## config.mk

```make
export PLATFORM = sky130hd
export DESIGN_NAME = rob_multi_cmpl
export DESIGN_NICKNAME = d
export VERILOG_FILES = /design/src/rtl/rob_pkg.sv /design/src/rtl/rob_ptr_ctrl.sv /design/src/rtl/rob_multi_cmpl.sv
export SDC_FILE = /design/constraint.sdc
export NUM_CORES = 2
export LEC_CHECK = 0
export CAP_MARGIN = 20
export CORE_ASPECT_RATIO = 1.2
export CORE_MARGIN = 8
export CORE_UTILIZATION = 25
export DETAILED_ROUTE_END_ITERATION = 8
export GPL_TIMING_DRIVEN = 0
export SLEW_MARGIN = 0
export SYNTH_ARGS = -nofsm -noshare
export SYNTH_HDL_FRONTEND = slang
export SYNTH_SLANG_ARGS = --single-unit
```

## constraint.sdc

```tcl
create_clock -name clk -period 4.7 [get_ports clk]
set_input_delay 1.41 -clock clk [delete_from_list [all_inputs] [get_ports clk]]
set_output_delay 1.41 -clock clk [all_outputs]
set_load 0.02 [all_outputs]
```

## src/rtl/rob_pkg.sv

```systemverilog
// rob_pkg: shared definitions for the multi-completion reorder buffer.
//   rob_state_e  - control FSM encoding (normal operation / serial rollback)
//   RD_W         - logical register index width
//   rob_idx_w()  - entry index width for a given DEPTH
package rob_pkg;

    typedef enum logic {
        ST_IDLE    = 1'b0,
        ST_RECOVER = 1'b1
    } rob_state_e;

    localparam int RD_W = 5;

    // Index width for a buffer of 'depth' entries. Depth is a power of two >= 2.
    function automatic int rob_idx_w(input int depth);
        return (depth > 1) ? $clog2(depth) : 1;
    endfunction

endpackage

```

## src/rtl/rob_ptr_ctrl.sv

```systemverilog
// rob_ptr_ctrl: head/tail pointers for the reorder buffer.
// Pointers carry one extra wrap bit above the entry index so that the
// full and empty cases are distinguishable when the indices are equal.
// Ports:
//   clk, rst       - clock, asynchronous active-high reset
//   head_inc       - retire: advance head
//   tail_inc       - dispatch: advance tail
//   tail_dec       - rollback: step tail back by one
//   head, tail     - pointers (IW+1 bits, MSB is the wrap bit)
//   full, empty    - occupancy flags
//   count          - tail - head modulo 2^(IW+1)
module rob_ptr_ctrl
    import rob_pkg::*;
#(
    parameter int DEPTH = 16,
    localparam int IW = rob_idx_w(DEPTH)
) (
    input  logic        clk,
    input  logic        rst,
    input  logic        head_inc,
    input  logic        tail_inc,
    input  logic        tail_dec,
    output logic [IW:0] head,
    output logic [IW:0] tail,
    output logic        full,
    output logic        empty,
    output logic [IW:0] count
);

    localparam logic [IW:0] PTR_ONE = (IW+1)'(1);

    always_ff @(posedge clk or posedge rst) begin
        if (rst) begin
            head <= '0;
            tail <= '0;
        end else begin
            if (head_inc) head <= head + PTR_ONE;
            // Dispatch and rollback never coincide; the guard keeps the
            // tail stable if both were ever requested together.
            if (tail_inc && !tail_dec)      tail <= tail + PTR_ONE;
            else if (tail_dec && !tail_inc) tail <= tail - PTR_ONE;
        end
    end

    assign full  = (head[IW-1:0] == tail[IW-1:0]) && (head[IW] != tail[IW]);
    assign empty = (head == tail);
    assign count = tail - head;

endmodule

```

## src/rtl/rob_multi_cmpl.sv

```systemverilog
// rob_multi_cmpl: reorder buffer with NCMPL completion ports, in-order
// single retire, and serial youngest-first rollback after a retiring
// control-flow change.
// Handshake: dispatch is a one-sided valid/accept; an instruction is
// entered exactly in a cycle where dp_valid and dp_accept are both high,
// and dp_accept never depends on anything but registered state, dp_valid
// and hazard_stall. Completion ports are strobes with no back-pressure.
// Ports:
//   clk, rst                     - clock, asynchronous active-high reset
//   dp_*                         - dispatch request, fields and tail index
//   cmpl_*                       - per-port completion (packed per port)
//   retire_*                     - head retirement outputs
//   change_flow_out/_addr        - fetch redirect on retiring branch
//   recover, rec_*               - rollback entry, youngest first
//   full, empty, count           - occupancy
//   dbg_state                    - current FSM state
module rob_multi_cmpl
    import rob_pkg::*;
#(
    parameter int DEPTH  = 16,
    parameter int PREG_W = 6,
    parameter int NCMPL  = 2,
    parameter int ADDR_W = 32,
    localparam int IW = rob_idx_w(DEPTH)
) (
    input  logic                    clk,
    input  logic                    rst,
    input  logic                    dp_valid,
    input  logic                    hazard_stall,
    input  logic                    dp_is_st,
    input  logic                    dp_reg_dest,
    input  logic [RD_W-1:0]         dp_rd,
    input  logic [PREG_W-1:0]       dp_pr_old,
    input  logic [PREG_W-1:0]       dp_pr_new,
    output logic [IW-1:0]           dp_rob_num,
    output logic                    dp_accept,
    input  logic [NCMPL-1:0]        cmpl_valid,
    input  logic [NCMPL*IW-1:0]     cmpl_rob_num,
    input  logic [NCMPL-1:0]        cmpl_change_flow,
    input  logic [NCMPL*ADDR_W-1:0] cmpl_jb_addr,
    output logic                    retire_reg,
    output logic                    retire_st,
    output logic                    retire_reg_dest,
    output logic [PREG_W-1:0]       retire_pr_old,
    output logic [IW-1:0]           retire_rob_num,
    output logic                    change_flow_out,
    output logic [ADDR_W-1:0]       change_flow_addr,
    output logic                    recover,
    output logic                    rec_reg_dest,
    output logic [RD_W-1:0]         rec_rd,
    output logic [PREG_W-1:0]       rec_pr_old,
    output logic [PREG_W-1:0]       rec_pr_new,
    output logic [IW-1:0]           rec_rob_num,
    output logic                    full,
    output logic                    empty,
    output logic [IW:0]             count,
    output rob_state_e              dbg_state
);

    localparam logic [IW:0] PTR_ONE = (IW+1)'(1);

    rob_state_e state, state_nxt;

    logic [IW:0]   head, tail, tail_m1;
    logic [IW-1:0] head_idx, tail_idx, last_idx;
    logic          head_inc, tail_inc, tail_dec;
    logic          head_ready;

    // Entry storage: control bits are reset, payload is not (it is only
    // observed through outputs gated by valid/done/state).
    logic [DEPTH-1:0]  e_valid, e_done, e_cf;
    logic [DEPTH-1:0]  e_is_st, e_reg_dest;
    logic [RD_W-1:0]   e_rd     [DEPTH];
    logic [PREG_W-1:0] e_pr_old [DEPTH];
    logic [PREG_W-1:0] e_pr_new [DEPTH];
    logic [ADDR_W-1:0] e_jb     [DEPTH];

    // Per-entry merge of all completion ports for this cycle.
    logic [DEPTH-1:0]  c_hit, c_cf;
    logic [ADDR_W-1:0] c_addr [DEPTH];

    rob_ptr_ctrl #(.DEPTH(DEPTH)) u_ptr (
        .clk      (clk),
        .rst      (rst),
        .head_inc (head_inc),
        .tail_inc (tail_inc),
        .tail_dec (tail_dec),
        .head     (head),
        .tail     (tail),
        .full     (full),
        .empty    (empty),
        .count    (count)
    );

    assign head_idx = head[IW-1:0];
    assign tail_idx = tail[IW-1:0];
    assign tail_m1  = tail - PTR_ONE;
    assign last_idx = tail_m1[IW-1:0];

    // Ports are scanned highest to lowest so the lowest-numbered port
    // carrying a redirect is the one whose target sticks.
    always_comb begin
        c_hit = '0;
        c_cf  = '0;
        for (int i = 0; i < DEPTH; i++) begin
            c_addr[i] = '0;
            for (int k = NCMPL - 1; k >= 0; k--) begin
                if (cmpl_valid[k] && (cmpl_rob_num[k*IW +: IW] == IW'(i))) begin
                    c_hit[i] = 1'b1;
                    if (cmpl_change_flow[k]) begin
                        c_cf[i]   = 1'b1;
                        c_addr[i] = cmpl_jb_addr[k*ADDR_W +: ADDR_W];
                    end
                end
            end
        end
    end

    assign head_ready = (state == ST_IDLE) && e_valid[head_idx] && e_done[head_idx];
    assign dp_accept  = dp_valid && !hazard_stall && !full && (state == ST_IDLE);

    // Next state and pointer moves.
    always_comb begin
        state_nxt = state;
        head_inc  = 1'b0;
        tail_inc  = 1'b0;
        tail_dec  = 1'b0;
        case (state)
            ST_IDLE: begin
                head_inc = head_ready;
                tail_inc = dp_accept;
                // Younger entries exist if anything besides the head is
                // occupied, or something is being dispatched right now.
                if (head_ready && e_cf[head_idx] && ((count > PTR_ONE) || dp_accept))
                    state_nxt = ST_RECOVER;
            end
            ST_RECOVER: begin
                tail_dec = 1'b1;
                if (tail_m1 == head) state_nxt = ST_IDLE;
            end
            default: state_nxt = ST_IDLE;
        endcase
    end

    always_ff @(posedge clk or posedge rst) begin
        if (rst) state <= ST_IDLE;
        else     state <= state_nxt;
    end

    // Control bits. Later assignments win: dispatch over completion,
    // retire/rollback invalidation over everything.
    always_ff @(posedge clk or posedge rst) begin
        if (rst) begin
            e_valid <= '0;
            e_done  <= '0;
            e_cf    <= '0;
        end else begin
            for (int i = 0; i < DEPTH; i++) begin
                if (e_valid[i] && c_hit[i]) begin
                    e_done[i] <= 1'b1;
                    if (c_cf[i]) e_cf[i] <= 1'b1;
                end
            end
            if (tail_inc) begin
                e_valid[tail_idx] <= 1'b1;
                e_done[tail_idx]  <= 1'b0;
                e_cf[tail_idx]    <= 1'b0;
            end
            if (head_inc) e_valid[head_idx] <= 1'b0;
            if (tail_dec) e_valid[last_idx] <= 1'b0;
        end
    end

    // Payload fields.
    always_ff @(posedge clk) begin
        for (int i = 0; i < DEPTH; i++) begin
            if (e_valid[i] && c_cf[i]) e_jb[i] <= c_addr[i];
        end
        if (tail_inc) begin
            e_is_st[tail_idx]    <= dp_is_st;
            e_reg_dest[tail_idx] <= dp_reg_dest;
            e_rd[tail_idx]       <= dp_rd;
            e_pr_old[tail_idx]   <= dp_pr_old;
            e_pr_new[tail_idx]   <= dp_pr_new;
        end
    end

    assign dp_rob_num = tail_idx;

    assign retire_reg       = head_ready && e_reg_dest[head_idx];
    assign retire_st        = head_ready && e_is_st[head_idx];
    assign retire_reg_dest  = head_ready && e_reg_dest[head_idx];
    assign retire_pr_old    = head_ready ? e_pr_old[head_idx] : '0;
    assign retire_rob_num   = head_ready ? head_idx : '0;
    assign change_flow_out  = head_ready && e_cf[head_idx];
    assign change_flow_addr = (head_ready && e_cf[head_idx]) ? e_jb[head_idx] : '0;

    assign recover      = (state == ST_RECOVER);
    assign rec_reg_dest = recover && e_reg_dest[last_idx];
    assign rec_rd       = recover ? e_rd[last_idx] : '0;
    assign rec_pr_old   = recover ? e_pr_old[last_idx] : '0;
    assign rec_pr_new   = recover ? e_pr_new[last_idx] : '0;
    assign rec_rob_num  = recover ? last_idx : '0;

    assign dbg_state = state;

endmodule

```

==> results.md <==
- Status: completed
- Crit path to: change_flow_addr[21]
- IO Count: 181
- R2R setup slack: 0.76 ns
- Via density per instance: 5.40
- First-pass GRT wire length: 221000 microns
- Die Y: 468 microns
- Synthesized cell area: 42500 sq um
- IO Port Bufs: 146
- Max Root-Sink Buffers: 3
- Post-Syn Instances: 2999
- Root Driver: clkbuf_16
- Drt first pass iters: 6
- Multi-input gate area: 15400 sq um
- First DRT Iteration DRCs: 4251
- Layout cells sized above 1: 0.228
- Slew HR: 0.119
- Die footprint: 183000 sq um
- Die X-Extent: 392 microns
- WHS: 0.485 ns
- CTS tree: built
- Vias: 30600
- Remaining Overflow, GRT: 0
- Leakage: 16.4 nW
- DRC violations left: 0
- Initial core utilization: 0.252
- R2R depth: 14
- Mean Syn Cell Area: 14.2 sq um
- Synth Area in Compound Gates: 0.106
- # Max-Cap Violations: 0
- Post-Route WL: 157000 microns
- FMAX: 0.214 GHz
- Hpwl dp: 111000 microns
- Fin. Hold Viols: 0
- Tightest Pin Transition: 1.32 ns
- Terminus of the critical flop-to-flop path: e_valid[12]$_DFF_PP0_
- Setup crit start: u_ptr.head[0]$_DFFE_PP0N_
- Total CTS buffers: 92
- Post-DRT Antenna Nets: 0
- GR Util All Layers: 0.165
- Pin count of the biggest net entering global routing: 35
- Mux contribution to synthesized area: 0.161
- Register area: 26000 sq um
- Final setup fails: 0
- Fill count: 16700
- Hold_buf cts: 0
- Core footprint: 169000 sq um
- Worst r2r src: u_ptr.head[1]$_DFFE_PP0N_
- Vias in the first global route: 30400
- Nets@finish: 3455
- EDFF count, synth: 816
- Setup TNS: 0 ns
- CP required: 3.29 ns
- Clock latency on the worst-skew pair: 0.73 ns
- WL/cell: 27.8 microns
- Layout area overhead: 22.9%
- Distinct cells, synth: 48
- Xor/xnor cell area share of the yosys netlist: 0.00371
- Arrival time at the worst endpoint: 3.27 ns
- PwrDens: 547 nW/um^2
- Startpoint Class: flip-flop
- Asr flop ratio synth: 0.0674
- Final Max Tran Viols: 0
- H-tree depth: 3
- Clock skew: 0.0285 ns
- Mapped Nets: 3113
- Most used flip-flop cell after synthesis: edfxtp_1
- Final critical-path required period: 4.68 ns
- Placement row count: 165
- RSZ-0062 raised after global routing: yes
- Register area share after synthesis: 0.611
- Post-synthesis register bit count: 875
- Synth Area in Simple Gates: 0.0771
- Crit path kind: reg -> out
- Antenna violations before repair: 12
- Part of the cycle the worst path needs: 0.995
- Synth Area in Adders: 0.00459
- Main combinational cell family by area after synthesis: multiplexers
- YS warnings: 0
- Min-Delay Path Class: reg -> reg
- # clock sinks: 875
- Routability congestion estimate: 0.873
- Clk slew on worst S/H paths: 0.06 ns
- Critical path capture point type: primary output
- Max VDD drop: 0.000479 V
- Worst-path fanout max: 8
worst min path at each step:
stage,startpoint,to,depth (start not counted)
finish,e_cf[6]$_DFF_PP0_,e_cf[6]$_DFF_PP0_,1
CTS,e_cf[6]$_DFF_PP0_,e_cf[6]$_DFF_PP0_,1
global placement,e_cf[7]$_DFF_PP0_,e_cf[7]$_DFF_PP0_,1
global route,e_cf[6]$_DFF_PP0_,e_cf[6]$_DFF_PP0_,1
detailed placement,e_cf[6]$_DFF_PP0_,e_cf[6]$_DFF_PP0_,1
floorplan,e_cf[6]$_DFF_PP0_,e_cf[6]$_DFF_PP0_,1
cell usage in the layout, fill, tap and decap left out, drive strengths merged, types with 3 or more instances in the layout:
master / Yosys / layout
edfxtp: 816 / 816
nand2: 566 / 566
o31ai: 512 / 512
clkbuf: 254 / 359
mux4: 301 / 301
buf: 112 / 267
nor2: 94 / 94
clkdlybuf4s50: 0 / 76
dfrtp: 59 / 59
clkinv: 2 / 51
and3: 46 / 46
and2: 24 / 24
o21ai: 22 / 22
a21oi: 21 / 21
nand3: 18 / 18
o21a: 16 / 16
inv: 12 / 16
a31oi: 14 / 14
o22ai: 14 / 14
ha: 14 / 14
xnor2: 13 / 13
nor2b: 10 / 10
dlygate4sd2: 0 / 9
nor3: 7 / 7
clkdlybuf4s15: 0 / 7
nand2b: 6 / 6
o22a: 5 / 5
bufinv: 0 / 5
mux2i: 5 / 5
xor2: 5 / 5
nand4: 4 / 4
nand3b: 4 / 4
or2: 4 / 4
diode: 0 / 3
or3b: 3 / 3
kinds of logic (layout without fill, tap and decap cells):
kind of cell | count (synthesis) | in the layout
xor gates and xnor gates | 18 | 18
other | 0 | 3
buffers and inverters | 380 | 795
DFF | 875 | 875
muxes | 308 | 308
adders and majority gates | 15 | 15
AOI/OAI and AO/OA | 614 | 614
and+or+nand+nor | 789 | 789
synth_stat cells, types with 7 or more instances:
| master | n | area (sq um) |
|---|---|---|
| a21oi_1 | 21 | 105 |
| a31oi_1 | 14 | 87.6 |
| and2_1 | 22 | 138 |
| and3_1 | 46 | 288 |
| buf_1 | 57 | 214 |
| buf_2 | 46 | 230 |
| buf_4 | 7 | 52.6 |
| clkbuf_1 | 254 | 953 |
| dfrtp_1 | 59 | 1480 |
| edfxtp_1 | 816 | 24500 |
| ha_1 | 14 | 175 |
| inv_1 | 11 | 41.3 |
| mux4_2 | 301 | 6780 |
| nand2_1 | 566 | 2120 |
| nand3_1 | 18 | 90.1 |
| nor2_1 | 94 | 353 |
| nor2b_1 | 10 | 62.6 |
| nor3_1 | 7 | 35.0 |
| o21a_1 | 16 | 120 |
| o21ai_0 | 21 | 105 |
| o22ai_1 | 14 | 87.6 |
| o31ai_1 | 512 | 3840 |
| xnor2_1 | 13 | 114 |
cell type report:
type                    count  share of cell area
inverters                  14             0.00117
multi-input cells        1744               0.294
clock buffers             107              0.0452
well taps                2254              0.0540
clock inverters            60              0.0101
repair buffers            252              0.0545
diodes                      3            0.000144
flip-flops and latches    875               0.498
plain buffers             362              0.0429
state kept, by name, indices dropped and copies added, names as in the netlist, 16 cells and up:
name and count:
e_valid 16, e_reg_dest 16, e_done 16, e_pr_new 96, e_jb 512, e_pr_old 96
e_is_st 16, e_cf 16, e_rd 80
critical path, stage by stage, from the launching register on:
cell and delay [ns]:
dfrtp_2 0.39, buf_12 0.17, clkbuf_16 0.22, buf_16 0.17, mux4_2 0.56, mux4_2 0.56
and3_4 0.23, clkdlybuf4s15_2 0.25
metal layers:
layer  vias up  wire length (microns)  track usage
met5         -                      7            0
met4         2                   6380       0.0608
met3       359                  19700       0.0519
met2      2122                  71800        0.259
met1     15600                  59500        0.213
li1      12500                      -            -
report_power, final:
group          total (W)  switching (W)  internal (W)
Sequential       0.00916       0.000311       0.00884
Combinational     0.0122        0.00632       0.00587
Clock            0.00719        0.00329       0.00390
stage by stage:
step           total power [W]  setup slack, ns  cells  area, sq um  utilization
4_1_cts                 0.0281          -0.0626   5643        51900        0.307
6_report                0.0285           0.0225   5671        52200        0.309
3_5_place_dp            0.0194            -1.87   5439        47700        0.283
5_1_grt                 0.0293         -0.00531   5668        52200        0.309
2_1_floorplan           0.0154           0.0811   2999        42500            -
3_3_place_gp            0.0191            -3.28   5399        46800        0.277
timing repair:
item                                    in CTS  in global routing
setup buffers                               30                 22
pin swaps                                    5                 10
resized for setup                          504                 81
endpoints found under the setup margin     311                 54
gates cloned                                 9                  2
Power figures use the tool's default switching activity.
